**config.mk**
```make
export PLATFORM = sky130hd
export DESIGN_NAME = decode_sched
export DESIGN_NICKNAME = d
export VERILOG_FILES = /design/src/rtl/decode_pkg.sv /design/src/rtl/decoder.sv /design/src/rtl/rr_pick4.sv /design/src/rtl/decode_sched.sv
export SDC_FILE = /design/constraint.sdc
export NUM_CORES = 1
export LEC_CHECK = 0
export CAP_MARGIN = 25
export CORE_UTILIZATION = 49
export CTS_CLUSTER_SIZE = 12
export DETAILED_ROUTE_END_ITERATION = 16
export PLACE_DENSITY = 0.76
export REMOVE_ABC_BUFFERS = 1
export SLEW_MARGIN = 20
export SYNTH_ARGS = -nofsm -noshare
export SYNTH_HDL_FRONTEND = slang
export SYNTH_HIERARCHICAL = 1
export SYNTH_SLANG_ARGS = --single-unit
```
**constraint.sdc**
```tcl
create_clock -name clk -period 3.45 [get_ports clk]
set_input_delay 0.69 -clock clk [delete_from_list [all_inputs] [get_ports clk]]
set_output_delay 0.69 -clock clk [all_outputs]
set_load 0.1 [all_outputs]
```
**src/rtl/decode_pkg.sv**
```systemverilog
// Shared types and constants for the decode scheduler.
package decode_pkg;

  localparam int CODE_W = 4;

  typedef enum logic [1:0] {
    IDLE   = 2'd0,
    DECODE = 2'd1,
    HOLD   = 2'd2
  } state_e;

endpackage

```
**src/rtl/decoder.sv**
```systemverilog
// Existing 4-bit decoder datapath: Gray code in, binary out. Shared by decode_sched.
module decoder (
  input  logic [3:0] C,
  output logic [3:0] y
);

  // Each binary bit is the XOR of all Gray bits at or above it.
  always_comb begin
    y[3] = C[3];
    y[2] = C[3] ^ C[2];
    y[1] = C[3] ^ C[2] ^ C[1];
    y[0] = C[3] ^ C[2] ^ C[1] ^ C[0];
  end

endmodule

```
**src/rtl/rr_pick4.sv**
```systemverilog
// Combinational 4-way round-robin picker: first set request at or above ptr, wrapping.
module rr_pick4 (
  input  logic [3:0] req,
  input  logic [1:0] ptr,
  output logic [3:0] gnt,
  output logic [1:0] gnt_id,
  output logic       any
);

  logic       found;
  logic [1:0] idx;

  // Walk the four slots starting at ptr; the 2-bit index wraps 3 -> 0 naturally.
  always_comb begin
    gnt    = '0;
    gnt_id = '0;
    found  = 1'b0;
    idx    = ptr;
    any    = |req;
    for (int k = 0; k < 4; k++) begin
      idx = ptr + 2'(k);
      if (!found && req[idx]) begin
        found       = 1'b1;
        gnt[idx]    = 1'b1;
        gnt_id      = idx;
      end
    end
  end

endmodule

```
**src/rtl/decode_sched.sv**
```systemverilog
// Round-robin scheduler sharing one decoder among four requesters.
// Grant in IDLE, decode from the registered code, hold the result until consumed.
module decode_sched
  import decode_pkg::*;
#(
  parameter int NREQ = 4,
  parameter int IDW  = 2,
  parameter int CNTW = 16
) (
  input  logic                 clk,
  input  logic                 rst,
  input  logic [NREQ-1:0]      req_valid,
  input  logic [4*NREQ-1:0]    req_code,
  output logic [NREQ-1:0]      req_ready,
  output logic                 out_valid,
  input  logic                 out_ready,
  output logic [CODE_W-1:0]    out_y,
  output logic [IDW-1:0]       out_id,
  output logic                 busy,
  output logic [CNTW-1:0]      served_cnt
);

  state_e              state_q, state_d;
  logic [CODE_W-1:0]   code_q, code_d;
  logic [IDW-1:0]      id_q, id_d;
  logic [IDW-1:0]      rr_ptr_q, rr_ptr_d;
  logic                out_valid_q, out_valid_d;
  logic [CODE_W-1:0]   out_y_q, out_y_d;
  logic [IDW-1:0]      out_id_q, out_id_d;
  logic [CNTW-1:0]     served_cnt_q, served_cnt_d;

  logic [3:0]          pick_gnt;
  logic [1:0]          pick_id;
  logic                pick_any;
  logic [CODE_W-1:0]   dec_y;

  rr_pick4 u_pick (
    .req    (req_valid),
    .ptr    (rr_ptr_q),
    .gnt    (pick_gnt),
    .gnt_id (pick_id),
    .any    (pick_any)
  );

  // The decoder only ever sees the registered code, never a requester directly.
  decoder u_dec (
    .C (code_q),
    .y (dec_y)
  );

  // Next-state and grant logic; requests are only looked at in IDLE.
  always_comb begin
    state_d      = state_q;
    code_d       = code_q;
    id_d         = id_q;
    rr_ptr_d     = rr_ptr_q;
    out_valid_d  = out_valid_q;
    out_y_d      = out_y_q;
    out_id_d     = out_id_q;
    served_cnt_d = served_cnt_q;
    req_ready    = '0;
    case (state_q)
      IDLE: begin
        if (pick_any) begin
          req_ready = pick_gnt;
          code_d    = req_code[{pick_id, 2'b00} +: CODE_W];
          id_d      = pick_id;
          state_d   = DECODE;
        end
      end
      DECODE: begin
        out_y_d     = dec_y;
        out_id_d    = id_q;
        out_valid_d = 1'b1;
        state_d     = HOLD;
      end
      HOLD: begin
        // Pointer moves past the served requester only once its result is taken.
        if (out_ready) begin
          out_valid_d  = 1'b0;
          rr_ptr_d     = id_q + 2'd1;
          served_cnt_d = served_cnt_q + 1'b1;
          state_d      = IDLE;
        end
      end
      default: state_d = IDLE;
    endcase
  end

  // State registers; reset discards any in-flight result.
  always_ff @(posedge clk or posedge rst) begin
    if (rst) begin
      state_q      <= IDLE;
      code_q       <= '0;
      id_q         <= '0;
      rr_ptr_q     <= '0;
      out_valid_q  <= 1'b0;
      out_y_q      <= '0;
      out_id_q     <= '0;
      served_cnt_q <= '0;
    end else begin
      state_q      <= state_d;
      code_q       <= code_d;
      id_q         <= id_d;
      rr_ptr_q     <= rr_ptr_d;
      out_valid_q  <= out_valid_d;
      out_y_q      <= out_y_d;
      out_id_q     <= out_id_d;
      served_cnt_q <= served_cnt_d;
    end
  end

  assign out_valid  = out_valid_q;
  assign out_y      = out_y_q;
  assign out_id     = out_id_q;
  assign served_cnt = served_cnt_q;
  assign busy       = (state_q != IDLE);

endmodule

```
==> impl_metrics.py <==
metrics = {
    "critical_path": {
        "cp_max_fo": 9,
        "crit_chain": "dlygate4sd2_1 -> mux4_2 -> nand2b_4 -> nor3_4 -> a22oi_1 -> o21ai_1 -> and2_1 -> buf_12",
        "arrival_ns": 2.53,
        "crit_end": "req_ready[0]",
        "rr_endpoint": "code_q[0]$_DFFE_PP0P_",
        "cp.depth": 8,
        "reg2reg_from": "rr_ptr_q[1]$_DFFE_PP0P_",
        "path_delay_family": "simple AND/OR/NAND/NOR gates",
        "worstPathRequired_ns": 2.76,
        "worstSetupStartpointType": "primary input",
        "critPathKind": "primary input to output pin",
        "end_kind": "output pin",
        "slowest_stage": "mux4_2",
        "crit_buf_inv": 2,
        "startpoint": "req_valid[3]",
        "critPathMaxStageDelay_ns": 0.51,
        "r2r_slack_ns": 0.56,
        "r2r_cells": 9,
    },
    "finish": {
        "layout_common_cells": "clkdlybuf4s50_1 (35), dfrtp_1 (33), buf_4 (17)",
        "nets": 256,
        "final_common_cell": "clkdlybuf4s50_1",
        "drive_gt1_share_pct": 23.35,
        "final_area_mm2": 0.002671,
        "area_growth_pct": 35.38,
        "n_antenna_cell": 0,
    },
    "logic_synthesis": {
        "synth_xor_area_share_pct": 9.258,
        "synth_edf_count": 0,
        "async_flop_share_pct": 100.0,
        "synthSimpleGateAreaFrac_pct": 16.49,
        "avgSynthCellArea_um2": 11.74,
        "synth_compound_area_share_pct": 7.229,
        "synthFlopType": "dfrtp_1",
        "synth_area_leaders": "dfrtp_1 (42%), xnor2_1 (7.1%), mux2_2 (6.8%)",
        "synth_top_family_by_area": "multiplexers",
        "synth.area.mux_share_pct": 17.76,
        "synth-adder-area-share_pct": 3.805,
        "yosys_warnings": 6,
        "synth_area_leader_cell": "dfrtp_1",
        "ys_seq_elements": 33,
        "synth_top_area_share_pct": 41.85,
        "synth.cell_area_mm2": 0.001973,
        "synth_cell_type_count": 44,
        "ys_seq_area_share_pct": 41.85,
        "syn-instance-count": 168,
    },
    "clock_network": {
        "numCtsBuffers": 5,
        "clock-sinks": 33,
        "clk_pin_slew_worst_paths_ns": 0.06,
        "insertion_delay_ns": 0.28,
        "cts_tree": "done",
        "clock_path_buffers": 2,
        "cts_root_buf": "clkbuf_8",
        "htreeDepth": 2,
        "ctsHoldBuffers": 0,
    },
    "placed_design": {
        "portBuffers": 50,
        "gp_congestion": 0.7375,
        "placed_cell_area_mm2": 0.002541,
        "place_hpwl_um": 2980,
        "dp_slack_ns": -0.03075,
    },
    "global_routing": {
        "grt_pass1_vias": 1453,
        "overflow": 0,
        "grt_max_degree": 34,
        "grt_pass1_wl_um": 6541,
        "use_met2_pct": 33.76,
        "grt_use_total_pct": 20.25,
        "busiest_layer": "met2",
        "antenna_found_initial": 0,
        "met1_usage_pct": 26.05,
        "grtUsageMet3_pct": 4.688,
    },
    "outcome": {
        "status": "complete, no violations",
    },
    "floorplan": {
        "fp.dieArea_mm2": 0.004284,
        "rows": 22,
        "initial_core_util_pct": 52.32,
        "core-area_mm2": 0.003771,
        "die_h_um": 65.46,
        "dieWidth_um": 65.46,
        "io_pins": 51,
    },
    "routing": {
        "ant_nets": 0,
        "vias": 1551,
        "drc": 0,
        "drt-total-wl_um": 3967,
        "routedWlPerCell_um": 14.43,
        "dr.pass1.iters": 4,
        "via_per_inst": 5.640,
        "dr.first_iter.drc_count": 91,
    },
    "timing": {
        "fin_crit_sh_pct": 93.43,
        "period_needed_ns": 3.223,
        "max_freq_mhz": 310.2,
        "worst_slack_ns": 0.2268,
        "finalHoldViolCount": 0,
        "rsz0062_at_grt": "no",
        "final-max-slew-violation-count": 0,
        "skew_ns": 0.004272,
        "tightest_slew_ns": 0.9818,
        "slew_headroom_pct": 34.34,
        "finalSetupViolations": 0,
    },
    "run": {
        "maxCapViolations": 0,
    },
    "worst_hold_path": {
        "min_path_type": "register to register",
    },
}
==> how the worst min path moves through the flow <==
stage                                          start                          to  depth (start not counted)
after CTS                 served_cnt[15]$_DFFE_PP0P_  served_cnt[15]$_DFFE_PP0P_                          1
after detailed placement  served_cnt[15]$_DFFE_PP0P_  served_cnt[15]$_DFFE_PP0P_                          1
after global placement    served_cnt[15]$_DFFE_PP0P_  served_cnt[15]$_DFFE_PP0P_                          1
after global routing      served_cnt[15]$_DFFE_PP0P_  served_cnt[15]$_DFFE_PP0P_                          1
after floorplan                  id_q[0]$_DFFE_PP0P_     rr_ptr_q[0]$_DFFE_PP0P_                          1
final                     served_cnt[15]$_DFFE_PP0P_  served_cnt[15]$_DFFE_PP0P_                          1
==> final cells by class <==
type,instances,area (um2)
fill,255,1100
multi-input combinational,122,1076
sequential,33,825.8
timing repair buffer,60,604.3
clock buffer,7,86.33
tap,48,60.06
inverter,5,18.77
==> registers in the layout, summed over array words and instances, names as in the netlist <==
signal and cells:
out_y 4, code_q 4, out_valid 1, out_id 2, rr_ptr_q 2, id_q 2
state_q 2, served_cnt 16
==> layer usage <==
metal,part of all wire [%],up-vias,wire (um)
met1,42,771,1684
met5,0,-,0
met4,1.8,0,73
met2,51,51,2028
met3,4.5,8,180
li1,-,721,-
==> per-stage QoR <==
| step | utilization, % | hold slack, ns | cells | setup TNS (ns) |
|---|---|---|---|---|
| detailed placement | 67.39 | 0.4744 | 263 | -0.03075 |
| CTS | 69.64 | 0.4830 | 270 | 0 |
| floorplan | - | 0.4932 | 160 | 0 |
| global placement | 67.39 | 0.4603 | 263 | 0 |
| global route | 70.84 | 0.5091 | 275 | 0 |
| finish | 70.84 | 0.4805 | 275 | 0 |
==> logic make-up (layout without fill, tap and decap cells) <==
kind of cell,Yosys count,count (layout)
simple gates,52,52
buf+inv,13,72
fa+ha+maj,6,6
xor+xnor,20,20
mux,22,22
flops,33,33
compound gates,22,22
==> what timing repair did <==
item | in CTS | in global routing
buffers inserted | 0 | 5
pin swaps | 1 | 1
cloned | 0 | 0
endpoints found under the setup margin | 1 | 4
resized for setup | 1 | 3
==> synthesized netlist by cell type, drive strengths merged, types with 2 or more instances <==
library cell / n
and4: 2
mux2: 12
nand3b: 2
clkbuf: 2
a22oi: 8
nand2: 13
mux2i: 2
nor3: 2
o21ai: 10
and3: 5
mux4: 8
dfrtp: 33
ha: 6
inv: 5
nand3: 6
buf: 6
xnor2: 16
nand4: 3
or2: 2
nor2: 6
and2: 5
xor2: 4
Power is not shown: default switching activity piles up to over one toggle a cycle in this logic, so the estimate is an artifact.
==> RTL change, RTL diff (config.mk and constraints unchanged) <==
Make the reset (`rst`) synchronous in one clocked block.
--- a/src/rtl/decode_sched.sv
+++ b/src/rtl/decode_sched.sv
@@ -88,7 +88,7 @@
   end
 
   // State registers; reset discards any in-flight result.
-  always_ff @(posedge clk or posedge rst) begin
+  always_ff @(posedge clk) begin
     if (rst) begin
       state_q      <= IDLE;
       code_q       <= '0;
Formal check against the unedited RTL: differs if rst is asserted again (counterexample within 4 cycles, from zero or initial values and one cycle with rst high); with rst held inactive, the same outputs for 10 cycles.
==> RTL change against the original RTL <==
Sequential cell count unchanged; final area is 0.94% higher; sequential share of layout area is 6.4 points lower; critical endpoint is now req_ready[3]; highest routed layer unchanged; critical path depth is the same; worst setup slack improved by 0.075 ns; global-route usage up 3.0 points; synthesized area is essentially flat; wire length increased by 13%; critical path type is now reg -> out.
==> RTL change: results (changes against the original RTL) <==
FFs w/ async S/R, synth 0% (was 100%); WL per Instance 13.7 um (was 14.4 um); GR Util met3 4.51% (was 4.69%); met1 Track Usage GR 28.7% (was 26.1%); Inst Count DP 319 (was 263); Placer Congestion 0.804 (was 0.738); slack of the worst reg-to-reg path 0.59 ns (was 0.56 ns); Crit Reg-Reg Startpoint rr_ptr_q[1] (unchanged); nets@finish 308 (was 256); number of antenna diodes 0 (unchanged); skew final 0.00159 ns (was 0.00427 ns); First DRT Iteration DRCs 79 (was 91); initial antenna violation count 0 (unchanged); Post-DP HPWL 3.43 mm (was 2.98 mm); placed inst area 2570 sq um (was 2540 sq um); PwrDens 416 nW/um^2; worst r2r dst code_q[3] (was code_q[0]); Reg area 661 sq um (was 826 sq um); Multi-In Gates 171 (was 122); M2 GR Usage 40.2% (was 33.8%); VDD IR-drop max 206 uV; global-route wire length before repair 7.69 mm (was 6.54 mm); top post-synthesis cells by area dfxtp_1 (33%), mux4_2 (8.0%), nor2_1 (5.3%) (was dfrtp_1 (42%), xnor2_1 (7.1%), mux2_2 (6.8%)); Slew headroom 35.5% (was 34.3%); fill count 295 (was 255); all-layer global routing usage 23.3% (was 20.3%); Arr. time, crit path 2.46 ns (was 2.53 ns); Via density 5.56 (was 5.64); Final Core Density 71.5% (was 70.8%); Clock buf/inv share 3.76% (was 3.23%); Critical Path Fanout Max 7 (was 9); largest net degree at the start of global routing 23 (was 34); most common library cells after synthesis dfxtp_1 (33), nor2_1 (28), nand2_1 (24) (was dfrtp_1 (33), xnor2_1 (16), nand2_1 (13)); drt first pass iters 4 (unchanged); hold path start code_q[0] (was served_cnt[15]); Reg clk slew, reported paths 0.07 ns; worst min path class reg -> reg (unchanged); vias in the first global route 1,708 (was 1,453); pre-CTS setup slack -0.0216 ns (was -0.0307 ns); R2R cell count 8 (was 9); Unique masters post-synth 48 (was 44); multi-input logic area 1230 sq um (was 1080 sq um); max reg flops 16 (unchanged); Main synth FF type dfxtp_1 (was dfrtp_1); Synth warnings 6 (unchanged); fraction of power spent switching nets 34.1%; Layout Cells excl Fill 328 (was 275); Data buffer area share 23.0% (was 22.6%); NetSw 382 uW; status completed (unchanged); Hold Crit Depth 2 (was 1); Non-CTS buffers 63 (was 60); sequential fraction of the synthesis area 33.5% (was 41.9%); share of post-route cells with drive strength above 1 20.0% (was 23.3%); CTS H-Tree Depth 2 (unchanged); synthesized instance count 222 (was 168); Seq. pwr 423 uW; Worst Hold End code_q[0] (was served_cnt[15])
RTL change: cell types whose count changed after synthesis, moves of 4 or more:
cell and change:
and2_1 -4, clkbuf_1 +8, nand2_1 +11, mux2_2 -10, nor2b_1 +4, nor3_1 +4, mux2i_1 +6, nor2_1 +23
xnor2_1 -6, dfrtp_1 -33, dfxtp_1 +33, a21oi_1 +12
RTL change: routing by layer:
layer | vias up | part of all wire, %
li1 | 900 | -
met1 | 878 | 45
met2 | 42 | 52
met3 | 4 | 2.8
met4 | 0 | 0.76
met5 | - | 0
RTL change: through the flow:
step           setup TNS, ns  hold slack [ns]
6_report                   0            0.483
3_3_place_gp               0            0.463
5_1_grt                    0            0.525
3_5_place_dp         -0.0590            0.464
2_1_floorplan              0            0.443
4_1_cts                    0            0.473
RTL change: critical path, stage by stage (launching register included):
cell	delay, ns
dfxtp_1	0.34
inv_1	0.07
ha_1	0.43
mux4_2	0.45
nor3_4	0.31
a22oi_1	0.09
o21ai_0	0.09
and3_1	0.22
buf_12	0.18
RTL change: how the worst max path moves through the flow:
stage                       from           end
floorplan            rr_ptr_q[0]  req_ready[1]
global placement    req_valid[2]     code_q[1]
detailed placement  req_valid[2]     code_q[3]
CTS                 req_valid[1]  req_ready[1]
global route         rr_ptr_q[1]  req_ready[0]
finish               rr_ptr_q[1]  req_ready[3]
RTL change: cell families (layout without fill, tap and decap cells):
family	after synthesis	count (layout)	synth area share, %
XOR/XNOR	15	15	7.03
multiplexers	18	18	14.5
flip-flops	33	33	33.5
adder cells (fa/ha/maj)	6	6	3.80
AO/OA/AOI/OAI	36	36	11.1
AND/OR/NAND/NOR	96	96	25.9
buffers and inverters	18	76	4.25
RTL change: what timing repair did:
item | in CTS | in global routing
endpoints found under the setup margin | 0 | 4
resized for setup | 0 | 5
setup buffers | 0 | 1
